$ cat src/rtl/flat_io_pkg.sv
// Shared types, default widths and result packing for the flat-IO harness.
// No timing or flow control of its own; consumed by the harness, FIFO and interface.
package flat_io_pkg;

  typedef enum logic {
    IDLE = 1'b0,
    HOLD = 1'b1
  } harness_state_e;

  localparam int IN_W_DEF  = 4;
  localparam int OUT_W_DEF = 3;

  // Stimulus lands above the response; callers truncate to IN_W+OUT_W.
  function automatic logic [63:0] pack_result(input logic [31:0] stim,
                                              input logic [31:0] resp,
                                              input int          resp_w);
    return ({32'd0, stim} << resp_w) | {32'd0, resp};
  endfunction

endpackage

$ cat src/rtl/flat_io_if.sv
// Stimulus and result valid/ready streams of the flat-IO harness.
// Pure wiring: no latency; each stream carries its own ready backpressure.
interface flat_io_if
  import flat_io_pkg::*;
#(
  parameter int IN_W  = IN_W_DEF,
  parameter int OUT_W = OUT_W_DEF
);

  logic                  s_valid;
  logic                  s_ready;
  logic [IN_W-1:0]       s_data;
  logic                  m_valid;
  logic                  m_ready;
  logic [IN_W+OUT_W-1:0] m_data;

  modport master (
    output s_valid, s_data, m_ready,
    input  s_ready, m_valid, m_data
  );

  modport slave (
    input  s_valid, s_data, m_ready,
    output s_ready, m_valid, m_data
  );

endinterface

$ cat src/rtl/flat_io_fifo.sv
// Show-ahead FIFO: a push is visible on pop_dat the cycle after it is written.
// Push is refused while registered occupancy is full, even if a pop happens that cycle.
module flat_io_fifo
  import flat_io_pkg::*;
#(
  parameter int W     = 8,
  parameter int DEPTH = 4
) (
  input  logic                     clk,
  input  logic                     rst_n,
  input  logic                     push,
  input  logic [W-1:0]             push_dat,
  input  logic                     pop,
  output logic [W-1:0]             pop_dat,
  output logic                     full,
  output logic                     empty,
  output logic [$clog2(DEPTH):0]   level
);

  localparam int AW = $clog2(DEPTH);

  logic [W-1:0]  mem [DEPTH];
  logic [AW-1:0] wr_ptr;
  logic [AW-1:0] rd_ptr;
  logic          do_push;
  logic          do_pop;

  assign full    = (level == (AW+1)'(DEPTH));
  assign empty   = (level == '0);
  assign do_push = push && !full;
  assign do_pop  = pop && !empty;
  assign pop_dat = mem[rd_ptr];

  always_ff @(posedge clk or negedge rst_n) begin
    if (!rst_n) begin
      wr_ptr <= '0;
      rd_ptr <= '0;
      level  <= '0;
      for (int i = 0; i < DEPTH; i++) begin
        mem[i] <= '0;
      end
    end else begin
      if (do_push) begin
        mem[wr_ptr] <= push_dat;
        wr_ptr      <= wr_ptr + AW'(1);
      end
      if (do_pop) begin
        rd_ptr <= rd_ptr + AW'(1);
      end
      case ({do_push, do_pop})
        2'b10:   level <= level + (AW+1)'(1);
        2'b01:   level <= level - (AW+1)'(1);
        default: level <= level;
      endcase
    end
  end

endmodule

$ cat src/rtl/flat_io_harness.sv
// Drives a combinational flat-IO wrapper, holds each vector SETTLE cycles, queues {stim,resp}.
// Accept-to-push is SETTLE cycles; a full FIFO stalls the stage in HOLD, dropping s_ready.
module flat_io_harness
  import flat_io_pkg::*;
#(
  parameter int IN_W   = IN_W_DEF,
  parameter int OUT_W  = OUT_W_DEF,
  parameter int SETTLE = 1,
  parameter int DEPTH  = 4
) (
  input  logic                   clk,
  input  logic                   rst_n,
  flat_io_if.slave               io,
  output logic [IN_W-1:0]        dut_in,
  input  logic [OUT_W-1:0]       dut_out,
  output logic                   busy,
  output logic [15:0]            txn_count,
  output logic [$clog2(DEPTH):0] fifo_level
);

  localparam int CW = $clog2(SETTLE) + 1;
  localparam int RW = IN_W + OUT_W;

  harness_state_e state;
  harness_state_e state_nxt;
  logic [CW-1:0]  cnt;
  logic           accept;
  logic           push;
  logic           fifo_full;
  logic           fifo_empty;
  logic [RW-1:0]  push_dat;

  always_ff @(posedge clk or negedge rst_n) begin
    if (!rst_n) begin
      state <= IDLE;
    end else begin
      state <= state_nxt;
    end
  end

  always_comb begin
    state_nxt  = state;
    accept     = 1'b0;
    push       = 1'b0;
    io.s_ready = 1'b0;
    case (state)
      IDLE: begin
        io.s_ready = 1'b1;
        if (io.s_valid) begin
          accept    = 1'b1;
          state_nxt = HOLD;
        end
      end
      HOLD: begin
        // Settle done: wait here for FIFO room, keeping dut_in steady.
        if (cnt == '0 && !fifo_full) begin
          push      = 1'b1;
          state_nxt = IDLE;
        end
      end
    endcase
  end

  always_ff @(posedge clk or negedge rst_n) begin
    if (!rst_n) begin
      dut_in    <= '0;
      cnt       <= '0;
      txn_count <= '0;
    end else begin
      if (accept) begin
        dut_in <= io.s_data;
        cnt    <= CW'(SETTLE - 1);
      end else if (state == HOLD && cnt != '0) begin
        cnt <= cnt - CW'(1);
      end
      if (push) begin
        txn_count <= txn_count + 16'd1;
      end
    end
  end

  assign busy     = (state != IDLE);
  assign push_dat = RW'(pack_result(32'(dut_in), 32'(dut_out), OUT_W));

  flat_io_fifo #(
    .W     (RW),
    .DEPTH (DEPTH)
  ) u_fifo (
    .clk      (clk),
    .rst_n    (rst_n),
    .push     (push),
    .push_dat (push_dat),
    .pop      (io.m_ready),
    .pop_dat  (io.m_data),
    .full     (fifo_full),
    .empty    (fifo_empty),
    .level    (fifo_level)
  );

  assign io.m_valid = !fifo_empty;

endmodule

$ cat src/flat_wrapper.sv
// flat-port wrapper written by rule: the top's interface ports become plain ports
module flat_io_harness_flat import flat_io_pkg::*;
#(
  parameter int IN_W   = IN_W_DEF,
  parameter int OUT_W  = OUT_W_DEF,
  parameter int SETTLE = 1,
  parameter int DEPTH  = 4
)
  (clk, rst_n, dut_in, dut_out, busy, txn_count, fifo_level, io_s_valid, io_s_data, io_m_ready, io_s_ready, io_m_valid, io_m_data);
  flat_io_if #(.IN_W(IN_W), .OUT_W(OUT_W)) io_i ();
  input  logic clk;
  input  logic rst_n;
  output logic [IN_W-1:0] dut_in;
  input  logic [OUT_W-1:0] dut_out;
  output logic busy;
  output logic [15:0] txn_count;
  output logic [$clog2(DEPTH):0] fifo_level;
  input wire logic [$bits(io_i.s_valid)-1:0] io_s_valid;
  input wire logic [$bits(io_i.s_data)-1:0] io_s_data;
  input wire logic [$bits(io_i.m_ready)-1:0] io_m_ready;
  output wire logic [$bits(io_i.s_ready)-1:0] io_s_ready;
  output wire logic [$bits(io_i.m_valid)-1:0] io_m_valid;
  output wire logic [$bits(io_i.m_data)-1:0] io_m_data;
  assign io_i.s_valid = io_s_valid;
  assign io_i.s_data = io_s_data;
  assign io_i.m_ready = io_m_ready;
  assign io_s_ready = io_i.s_ready;
  assign io_m_valid = io_i.m_valid;
  assign io_m_data = io_i.m_data;
  flat_io_harness #(.IN_W(IN_W), .OUT_W(OUT_W), .SETTLE(SETTLE), .DEPTH(DEPTH)) u_core (.clk(clk), .rst_n(rst_n), .io(io_i), .dut_in(dut_in), .dut_out(dut_out), .busy(busy), .txn_count(txn_count), .fifo_level(fifo_level));
endmodule
$ cat config.mk
export PLATFORM = sky130hd
export DESIGN_NAME = flat_io_harness_flat
export DESIGN_NICKNAME = d
export VERILOG_FILES = /design/src/rtl/flat_io_pkg.sv /design/src/rtl/flat_io_if.sv /design/src/rtl/flat_io_fifo.sv /design/src/rtl/flat_io_harness.sv /design/src/flat_wrapper.sv
export SDC_FILE = /design/constraint.sdc
export NUM_CORES = 1
export LEC_CHECK = 0
export CAP_MARGIN = 20
export CORE_MARGIN = 2
export CORE_UTILIZATION = 56
export CTS_CLUSTER_SIZE = 40
export DETAILED_ROUTE_END_ITERATION = 10
export PLACE_DENSITY = 0.94
export SLEW_MARGIN = 20
export SYNTH_ARGS = -nofsm -noshare
export SYNTH_HDL_FRONTEND = slang
export SYNTH_SLANG_ARGS = --single-unit
$ cat constraint.sdc
create_clock -name clk -period 4.78 [get_ports clk]
set_input_delay 0.956 -clock clk [delete_from_list [all_inputs] [get_ports clk]]
set_output_delay 0.956 -clock clk [all_outputs]
set_load 0.01 [all_outputs]
Word level (Yosys, flattened, before mapping)
Cells that the tools add are included.

storage, ports and cells
  register bits after elaboration = 57
  bits in read-only memories = 0
  memories kept = 0
  word-level logic and storage cells = 54
  RAM bits = 0
  input port bits = 11
  latch bits = 0

cells by class
  $mul = 0
  add/subtract/negate cells = 6
  divide/modulo/power cells = 0
  bitwise logic cells = 5
  shift-type cells = 0
  equal/unequal tests = 3
  reduce and logical (&&, ||, !) cells = 10
  magnitude comparators = 3
  mux-type cells = 16

operators with widths
  operator               count
  $bwmux 28              1
  $mux 7                 3
  $add 16x1->16 const B  1
  $bmux 7 s2             1
  $demux 7 s2            1
  $mux 1                 8
  $or 7x3->7             1
  $ge 3x3->1 const B     2
  $not 2->3              2
  $pmux 3 s2             1
  $logic_and 1x1->1      5
  $add 2x1->2 const B    2
  $reduce_bool 2->1      2
  $add 3x1->3 const B    1
  $eq 3x3->1 const B     1
  $logic_not 3->1        1
  $lt 3x1->1 const B     1
  $sub 3x1->3 const B    1
  $eq 2x1->1 const B     1
  $eq 2x2->1 const B     1
  $logic_not 1->1        2
  $not 1->1              2
  $pmux 1 s2             1
  $sub 1x1->1 const B    1

Depth between registers and ports, before layout
Gate-level depths: netlist (run 1).

  depth after elaboration = 8
  mapped depth = 10
  gate-level depth less buffers = 9

Modules after synthesis
A second synthesis (run 1) with hierarchy kept.

unflattened totals
  cells, all modules = 179
  area total of the unflattened synthesis = 2573.7 um^2

by module, submodules not included
  module           cells each  seq. area each (um^2)  area each (um^2)  times used
  flat_io_fifo     105         875.8                  1621.6            1
  flat_io_harness  74          550.5                  952.2             1

Least setup slack after synthesis (run 1)
OpenSTA, ideal clock, no wires.

  kind = in2reg
  start point = input io_m_ready
  end point = register u_core.u_fifo.level[2]
  setup time = 80 ps
  stages on the path = 7
  required time = 4700 ps
  arrival = 2082 ps
  setup slack = 2618 ps
  path through = and2_1 > ha_1 > inv_1 > fa_1 > xor2_1 > nor2_1 > xor2_1

between the ends
  cells in the longest elaborated chain, start to end = 3

RTL lines
  element                                          line                RTL
  start: declaration                               flat_wrapper.sv:20  input wire logic [$bits(io_i.m_ready)-1:0] io_m_ready;
  $logic_and 1x1->1 *                              flat_io_fifo.sv:31  assign do_pop = pop && !empty;
  $eq 2x1->1 or $eq 2x2->1 (tied branches)         flat_io_fifo.sv:50  case ({do_push, do_pop})
  $pmux 3 s2 or $reduce_bool 2->1 (tied branches)  n/a
  end signal: assignment                           flat_io_fifo.sv:51  2'b10: level <= level + (AW+1)'(1);
  end signal: assignment                           flat_io_fifo.sv:52  2'b01: level <= level - (AW+1)'(1);
  end signal: assignment                           flat_io_fifo.sv:53  default: level <= level;
  end: declaration                                 flat_io_fifo.sv:17  output logic [$clog2(DEPTH):0] level

Every way passes the cells marked *; elsewhere a longest branch is shown, timed or not.
A chain may end at the register's enable or synchronous reset.

Worst setup path in the final report (run 1)
  start point = register u_core.u_fifo.rd_ptr[0]
  end point = output io_m_data[6]

between the ends
  cells in the longest elaborated chain, start to end = 4

RTL lines
  element                                     line                RTL
  start: declaration                          flat_io_fifo.sv:24  logic [AW-1:0] rd_ptr;
  start signal: assignment                    flat_io_fifo.sv:48  rd_ptr <= rd_ptr + AW'(1);
  $not 2->3 (not written as such)             flat_io_fifo.sv:32  assign pop_dat = mem[rd_ptr];
  $bmux 7 s2                                  flat_io_fifo.sv:32
  $mux 7 (not written as such) (2 in series)  flat_io_fifo.sv:32
  end: declaration                            flat_wrapper.sv:23  output wire logic [$bits(io_i.m_data)-1:0] io_m_data;

No other way between the ends. The select of a mux whose other input is x is not followed.

==> metrics, run 1 <==
hold_buf cts 0; Synth Area per Inst 14.2 sq um; synth top area cells dfrtp_1 (56%), mux2_2 (15%), mux4_2 (6.2%), xnor2_1 (5.9%), ha_1 (3.0%); die area 5080 sq um; Comb pwr share 40.8%; Detail Route Antenna Nets 0; final WL 4.64 mm; boundary pin count 44; cell-internal power 1570 uW; CTS max path bufs 2; # Max-Cap Violations 0; worst-skew pair later-pin latency 0.34 ns; PortBufs 43; actual slew at the worst max-slew pin 0.693 ns; Finished Cell Area 3230 sq um; vias after detailed routing 1556; Crit Path Max Fanout 9; Reg clk slew, reported paths 0.06 ns; Peak supply drop 0.000420 V; Antenna diodes 0; cell taking the most area after synthesis dfrtp_1; headroom to the max-slew limit 53.8%; fin. max-slew vios 0; final hold violations 0; DR vias/cell 5.44; Max Clock Freq 0.325 GHz; Final nets 248; vias in the first global route 1637; HPWL Detailed 3.16 mm; Yosys warning total 0; Hold Slack 0.470 ns; postcts setup bufs 0; initial core utilization 58.2%; routability cong. 0.676; number of core rows 24; sequential cell area fraction in the yosys report 56.2%; Seq pwr share 38.4%; RSZ-0062 raised after global routing no; grt ovf 0; GR Util All Layers 20.5%; H-tree depth 3; CTS root buf clkbuf_8; Yosys top cell area share 56.2%; TNS Setup 0 ns; # DRC 0; crit path kind flip-flop to output pin; Die Span Y 71.3 um; endpoint class of the critical path output pin; Net Sw Frac 31.9%; post-CTS resize count 0; initial antenna violation count 0; Worst Skew 0.00659 ns; largest net degree at the start of global routing 58; Placed Area 3020 sq um; Final Util 74.1%; core area 4350 sq um; first-pass GRT wire length 7.84 mm; 1st-iter DRT viols 93; area growth from synthesis to layout 27.2%; final setup fails 0; hold crit path type flip-flop to flip-flop; crit path launch type flip-flop; Final Total Pwr 2300 uW; Yosys cell types 26; Critical Path RT 3.82 ns; Sw Pwr 736 uW; routed len/inst 16.2 um; CTS tree built; number of CTS-inserted buffers 9; Power Density 714 nW/um^2; P_leak 0.00136 uW; Clock power frac 20.8%; first drt pass iteration count 4; Syn Inst Count 179; status complete, no violations; Final Critical Period 3.07 ns; fin crit share 64.3%; crit path DAT 2.12 ns; layout cells sized above 1 24.8%; CTS Sinks 57; Die W 71.3 um; Synth Cell Area 2540 sq um; #FFs+latches synth 57; Syn Nets 197
-- routing by layer --
| layer | track usage, % | wire length (um) | vias to the layer above |
|---|---|---|---|
| li1 | - | - | 729 |
| met1 | 25.5 | 2050 | 778 |
| met2 | 33.3 | 2220 | 41 |
| met3 | 4.78 | 278 | 8 |
| met4 | 11.3 | 92 | 0 |
| met5 | 0 | 0 | - |
-- cells by family after synthesis --
kind of cell	Yosys count	synth area share [%]
compound gates	3	1.92
fa+ha+maj	7	3.75
mux	41	21.3
buf+inv	12	1.87
xor+xnor	21	7.25
flops	57	56.2
simple gates	38	7.70
-- layout by cell type (no fill, tap or decap), types with 5 or more instances in the layout --
cell             synthesis  final
mux2_2                  33     33
inv_1                    8      8
nand2_1                  8      8
ha_1                     6      6
mux4_2                   7      7
clkdlybuf4s50_1          0     42
dfrtp_1                 57     57
clkbuf_8                 0     10
nor2_1                   5      5
xnor2_1                 17     17
nand3_1                 10     10
nand4_1                  5      5
-- area by class of cell --
type                            count  area [sq um]
Sequential cell                    57          1430
Fill cell                         298          1130
Multi-Input combinational cell    110          1060
Timing Repair Buffer               44           433
Clock buffer                       12           145
Clock inverter                      3          65.1
Tap cell                           52          65.1
Inverter                            8          30.0
-- flip-flops by register name, indices dropped and copies added (netlist names) --
signal	count
u_core.u_fifo.level	3
u_core.cnt	1
u_core.u_fifo.wr_ptr	2
u_core.busy	1
u_core.u_fifo.mem	28
u_core.dut_in	4
u_core.txn_count	16
u_core.u_fifo.rd_ptr	2
-- power groups by stage --
stage / Clock, uW / Combinational (uW) / Sequential [uW]
2_1_floorplan: 0 / 603 / 838
3_3_place_gp: 0 / 912 / 875
3_5_place_dp: 0 / 949 / 892
4_1_cts: 489 / 954 / 885
5_1_grt: 508 / 1020 / 917
6_report: 480 / 939 / 885
-- through the flow --
stage | cells | worst slack (ns)
6_report | 286 | 1.71
5_1_grt | 286 | 1.63
4_1_cts | 286 | 1.68
3_5_place_dp | 271 | 2.05
3_3_place_gp | 271 | 2.09
2_1_floorplan | 179 | 2.62
-- critical path: stages (launching register included) --
cell,delay (ns)
dfrtp_1,0.69
mux4_2,0.59
clkdlybuf4s50_1,0.49
-- path summary, 6_finish.rpt --
kind / startpoint / depth (start not counted) / slack [ns] / end
max: u_core.u_fifo.rd_ptr[0] / 2 / 1.71 / io_m_data[6]
max in group asynchronous: rst_n / 2 / 3.57 / u_core.txn_count[12]
max reg2reg: u_core.u_fifo.level[0] / 9 / 2.74 / u_core.u_fifo.level[2]
min in group asynchronous: rst_n / 2 / 0.76 / u_core.u_fifo.rd_ptr[1]
min reg2reg: u_core.txn_count[15] / 1 / 0.47 / u_core.txn_count[15]
min: u_core.txn_count[15] / 1 / 0.47 / u_core.txn_count[15]
-- synthesized netlist by cell type, drive strengths merged --
cell type	instances
nand2b	1
nand3	10
clkbuf	1
o21ai	1
ha	6
buf	3
and3	2
nand2	8
xnor2	17
a2111oi	1
mux2	33
mux2i	1
dfrtp	57
or3	1
mux4	7
nand3b	1
inv	8
nand4	5
and2	3
a21oi	1
fa	1
xor2	4
and2b	1
nor2	6
(Power assumes the default switching activity.)
==> run 2: changes to the inputs <==
CORE_UTILIZATION = 52   (was 56)
PLACE_DENSITY = 0.89   (was 0.94)
clock period = 3 ns   (was 4.78 ns; I/O delays follow)
==> metrics, run 2 (synthesized netlist as in run 1, its figures left out) <==
status complete, no violations; Antenna diodes 0 (unchanged); area growth from synthesis to layout 27.8%; crit path kind flip-flop to output pin; Peak supply drop 0.000667 V (+59%); flop-to-flop setup slack 0.94 ns (-1.80 ns); grt ovf 0 (unchanged); RSZ-0062 raised after global routing no; actual slew at the worst max-slew pin 0.653 ns (-0.0398 ns); Power Density 1100 nW/um^2 (+54%); Final WS setup 0.329 ns (-1.38 ns); Reg-to-Reg End u_core.u_fifo.level[2]; TNS Setup 0 ns (unchanged); path depth of the worst reg2reg path 9 (unchanged); Final Critical Period 2.67 ns; DR vias/cell 5.16 (-5.2%); met2 wire len 2.18 mm (-1.8%); worst-skew pair later-pin latency 0.33 ns (about the same); commonest non-fill, non-tap cell in the layout dfrtp_1; crit path DAT 2.07 ns (-0.05 ns); final setup fails 0 (unchanged); layout cells sized above 1 25.5% (+0.75 points); 1st-iter DRT viols 88 (-5.4%); endpoint class of the critical path output pin; # DRC 0 (unchanged); initial antenna violation count 0 (unchanged); pre-CTS setup slack 0.641 ns (-1.40 ns); headroom to the max-slew limit 56.5% (+2.7 points); Reg with most FFs u_core.u_fifo.mem; core area 4720 sq um (+8.5%); hold_buf cts 0 (unchanged); Reg clk slew, reported paths 0.06 ns (about the same); CTS tree built; vias after detailed routing 1558 (+0.13%); postcts setup bufs 0 (unchanged); CTS max path bufs 2 (unchanged); fin crit share 89.0%; routed length on met3 260 um (-6.5%); # Max-Cap Violations 0 (unchanged); CTS Sinks 57 (unchanged); initial core utilization 53.7% (-4.6 points); Max Clock Freq 0.374 GHz; Crit Path Max Fanout 9 (unchanged); fin. max-slew vios 0 (unchanged); Die Span Y 73.8 um (+3.6%); boundary pin count 44 (unchanged); crit path launch type flip-flop; routed len/inst 15.0 um (-7.5%); Critical Path RT 2.40 ns (-1.42 ns); PortBufs 43 (unchanged); die area 5450 sq um (+7.3%); H-tree depth 3 (unchanged); top flop regs u_core.u_fifo.mem (28), u_core.txn_count (16), u_core.dut_in (4); hold crit path type primary input to asynchronous set/reset pin; P_leak 0.00136 uW (about the same); max reg flops 28 (unchanged); HPWL Detailed 3.14 mm (-0.79%); most frequent cells in the layout dfrtp_1 (57), clkdlybuf4s50_1 (42), mux2_2 (33); routability cong. 0.738 (+9.2%); Worst Skew 0.00394 ns (-0.00266 ns); CTS root buf clkbuf_8; number of CTS-inserted buffers 9 (unchanged); Layout fillers 355 (+19%); Die W 73.8 um (+3.6%); largest net degree at the start of global routing 30 (-48%); vias in the first global route 1529 (-6.6%); first drt pass iteration count 4 (unchanged); Final nets 248 (unchanged); DRT met1 WL 2.02 mm (-1.6%); post-CTS resize count 0 (unchanged); Detail Route Antenna Nets 0 (unchanged); number of core rows 25 (+4.2%); GR Util All Layers 18.5% (-2.0 points); final WL 4.53 mm (-2.3%); top layer in use met4; launch point of the worst reg-to-reg path u_core.u_fifo.level[0]; final hold violations 0 (unchanged); first-pass GRT wire length 7.21 mm (-8.0%)
[run 2: cell type report]
cell class / count / area (sq um) / share of cell area [%]
inverter: 8 / 30.0 / 0.927
sequential: 57 / 1430 / 44.0
timing repair buffer: 44 / 445 / 13.7
clock inverter: 2 / 10.0 / 0.309
clock buffer: 14 / 183 / 5.64
tap: 67 / 83.8 / 2.59
multi-input combinational: 110 / 1060 / 32.8
[run 2: power by group]
part           switching (uW)  internal, uW
registers                 302          1100
clock network             282           387
logic                     568           915
[run 2: worst max path at each step]
stage                            startpoint  cells past startpoint                     end  slack (ns)
finish              u_core.u_fifo.rd_ptr[0]                      2            io_m_data[6]        0.33
global route        u_core.u_fifo.rd_ptr[0]                      2            io_m_data[6]        0.18
CTS                 u_core.u_fifo.rd_ptr[0]                      2            io_m_data[6]        0.29
detailed placement               io_m_ready                      8  u_core.u_fifo.level[2]        0.64
global placement                 io_m_ready                      8  u_core.u_fifo.level[2]        0.65
floorplan            u_core.u_fifo.level[0]                     10  u_core.u_fifo.level[2]        0.93
[run 2: worst max-delay path, cell delays in order (launching register included)]
cell and delay, ns:
dfrtp_1 0.67, mux4_2 0.58, clkdlybuf4s50_1 0.49
[run 2: per-stage QoR]
step	hold WS [ns]	std cells	utilization (%)	area, sq um	total power (uW)
final	0.297	302	68.6	3240	3550
after CTS	0.309	302	68.6	3240	3600
after global routing	0.337	302	68.6	3240	3790
after floorplan	0.304	179	-	2540	2300
after detailed placement	0.465	286	64.5	3050	2920
after global placement	0.462	286	64.5	3050	2850
[run 2: layer usage]
layer | up-vias | track usage [%]
li1 | 726 | -
met1 | 781 | 23.0
met2 | 42 | 29.3
met3 | 9 | 6.31
met4 | 0 | 7.88
met5 | - | 0
==> run 3: changes to the inputs <==
MAX_ROUTING_LAYER = met4   (was not set)
==> metrics, run 3 (synthesized netlist as in run 1, its figures left out) <==
Power Density 1100 nW/um^2 (about the same); max reg flops 28 (unchanged); Reg clk slew, reported paths 0.06 ns (about the same); CP max stage cell dfrtp_1; routability cong. 0.747 (+1.2%); CTS root buf clkbuf_8; HPWL Detailed 3.14 mm (unchanged); Die Span Y 73.8 um (unchanged); CTS tree built; number of CTS-inserted buffers 9 (unchanged); area growth from synthesis to layout 27.8% (unchanged); Finished Layout Cells 302 (unchanged); CP cell instances mux4_2 -> clkdlybuf4s50_1; Peak supply drop 0.000667 V (about the same); Final nets 248 (unchanged); final hold violations 0 (unchanged); final setup fails 0 (unchanged); CP Depth 2 (unchanged); P_leak 0.00136 uW (unchanged); status complete, no violations; Final Critical Period 2.67 ns (-0.0000490 ns); postcts setup bufs 0 (unchanged); layout cells sized above 1 25.5% (unchanged); DP Cell Count 286 (unchanged); fin. max-slew vios 0 (unchanged); most frequent cells in the layout dfrtp_1 (57), clkdlybuf4s50_1 (42), mux2_2 (33); largest delay contributor family on the critical path flip-flops; actual slew at the worst max-slew pin 0.651 ns (-0.00221 ns); CP peak stage delay 0.67 ns (about the same); commonest non-fill, non-tap cell in the layout dfrtp_1; core area 4720 sq um (unchanged); H-tree depth 3 (unchanged); fin crit share 89.0% (about the same); # Max-Cap Violations 0 (unchanged); Final Total Pwr 3550 uW (about the same); vias in the first global route 1529 (unchanged); Hold Slack 0.298 ns (+0.000825 ns); Die W 73.8 um (unchanged); Detail Route Antenna Nets 0 (unchanged); Max Clock Freq 0.374 GHz (about the same); boundary pin count 44 (unchanged); RSZ-0062 raised after global routing no; headroom to the max-slew limit 56.6% (+0.15 points); first-pass GRT wire length 7.21 mm (unchanged); PortBufs 43 (unchanged); initial antenna violation count 0 (unchanged); top flop regs u_core.u_fifo.mem (28), u_core.txn_count (16), u_core.dut_in (4); crit path DAT 2.07 ns (about the same); hold_buf cts 0 (unchanged); initial core utilization 53.7% (unchanged); first drt pass iteration count 4 (unchanged); TNS Setup 0 ns (unchanged); crit path kind flip-flop to output pin; grt ovf 0 (unchanged); Placed Area 3050 sq um (unchanged); Critical Path RT 2.40 ns (about the same); DR vias/cell 5.22 (+1.1%); Buf/Inv on CP 1 (unchanged); CTS max path bufs 2 (unchanged); largest net degree at the start of global routing 30 (unchanged); die area 5450 sq um (unchanged); routed len/inst 14.9 um (-0.46%); # DRC 0 (unchanged); Reg with most FFs u_core.u_fifo.mem; crit path launch type flip-flop; endpoint class of the critical path output pin; Finished Cell Area 3240 sq um (unchanged); GR Util All Layers 19.0% (+0.55 points); Worst Skew 0.00447 ns (+0.000539 ns); 1st-iter DRT viols 99 (+13%); Antenna diodes 0 (unchanged); final WL 4.51 mm (-0.46%); CTS Sinks 57 (unchanged); Crit Path Max Fanout 9 (unchanged); post-CTS resize count 0 (unchanged); path depth of the worst reg2reg path 9 (unchanged); vias after detailed routing 1575 (+1.1%); worst-skew pair later-pin latency 0.33 ns (about the same); number of core rows 25 (unchanged); hold crit path type primary input to asynchronous set/reset pin
==> run 3: cell counts in the layout (fill, tap and decap cells not counted) <==
Identical to the previous run, type by type.
==> run 3: final timing paths <==
kind,start,end,slack [ns]
max in group asynchronous,rst_n,u_core.u_fifo.mem[27],2.13
hold / removal,rst_n,u_core.u_fifo.mem[2],0.30
hold reg to reg,u_core.txn_count[15],u_core.txn_count[15],0.47
setup reg to reg,u_core.u_fifo.level[0],u_core.u_fifo.level[2],0.94
setup / recovery,u_core.u_fifo.rd_ptr[0],io_m_data[6],0.33
min in group clk,u_core.txn_count[15],u_core.txn_count[15],0.47
==> run 3: through the flow <==
stage / worst slack [ns] / utilization (%)
6_report: 0.329 / 68.6
5_1_grt: 0.183 / 68.6
4_1_cts: 0.290 / 68.6
3_5_place_dp: 0.641 / 64.5
3_3_place_gp: 0.651 / 64.5
2_1_floorplan: 0.929 / -
==> run 3: area by class of cell <==
type,instances,area (sq um)
Clock buffer,14,183
Sequential cell,57,1430
Multi-Input combinational cell,110,1060
Inverter,8,30.0
Fill cell,355,1480
Timing Repair Buffer,44,445
Tap cell,67,83.8
Clock inverter,2,10.0
==> run 3: per-layer routing <==
layer | global-route usage, % | vias to the layer above | wire length [um]
met2 | 29.5 | 46 | 2190
met5 | - | - | 0
met1 | 23.2 | 793 | 2030
met3 | 5.76 | 8 | 226
met4 | 7.88 | 0 | 64
li1 | - | 728 | -
==> run 3: where the power goes <==
group	switching (uW)	total [uW]	leakage, uW	internal [uW]
clock	279	666	0.000102	387
combinational	567	1480	0.000563	914
sequential	303	1400	0.000698	1100
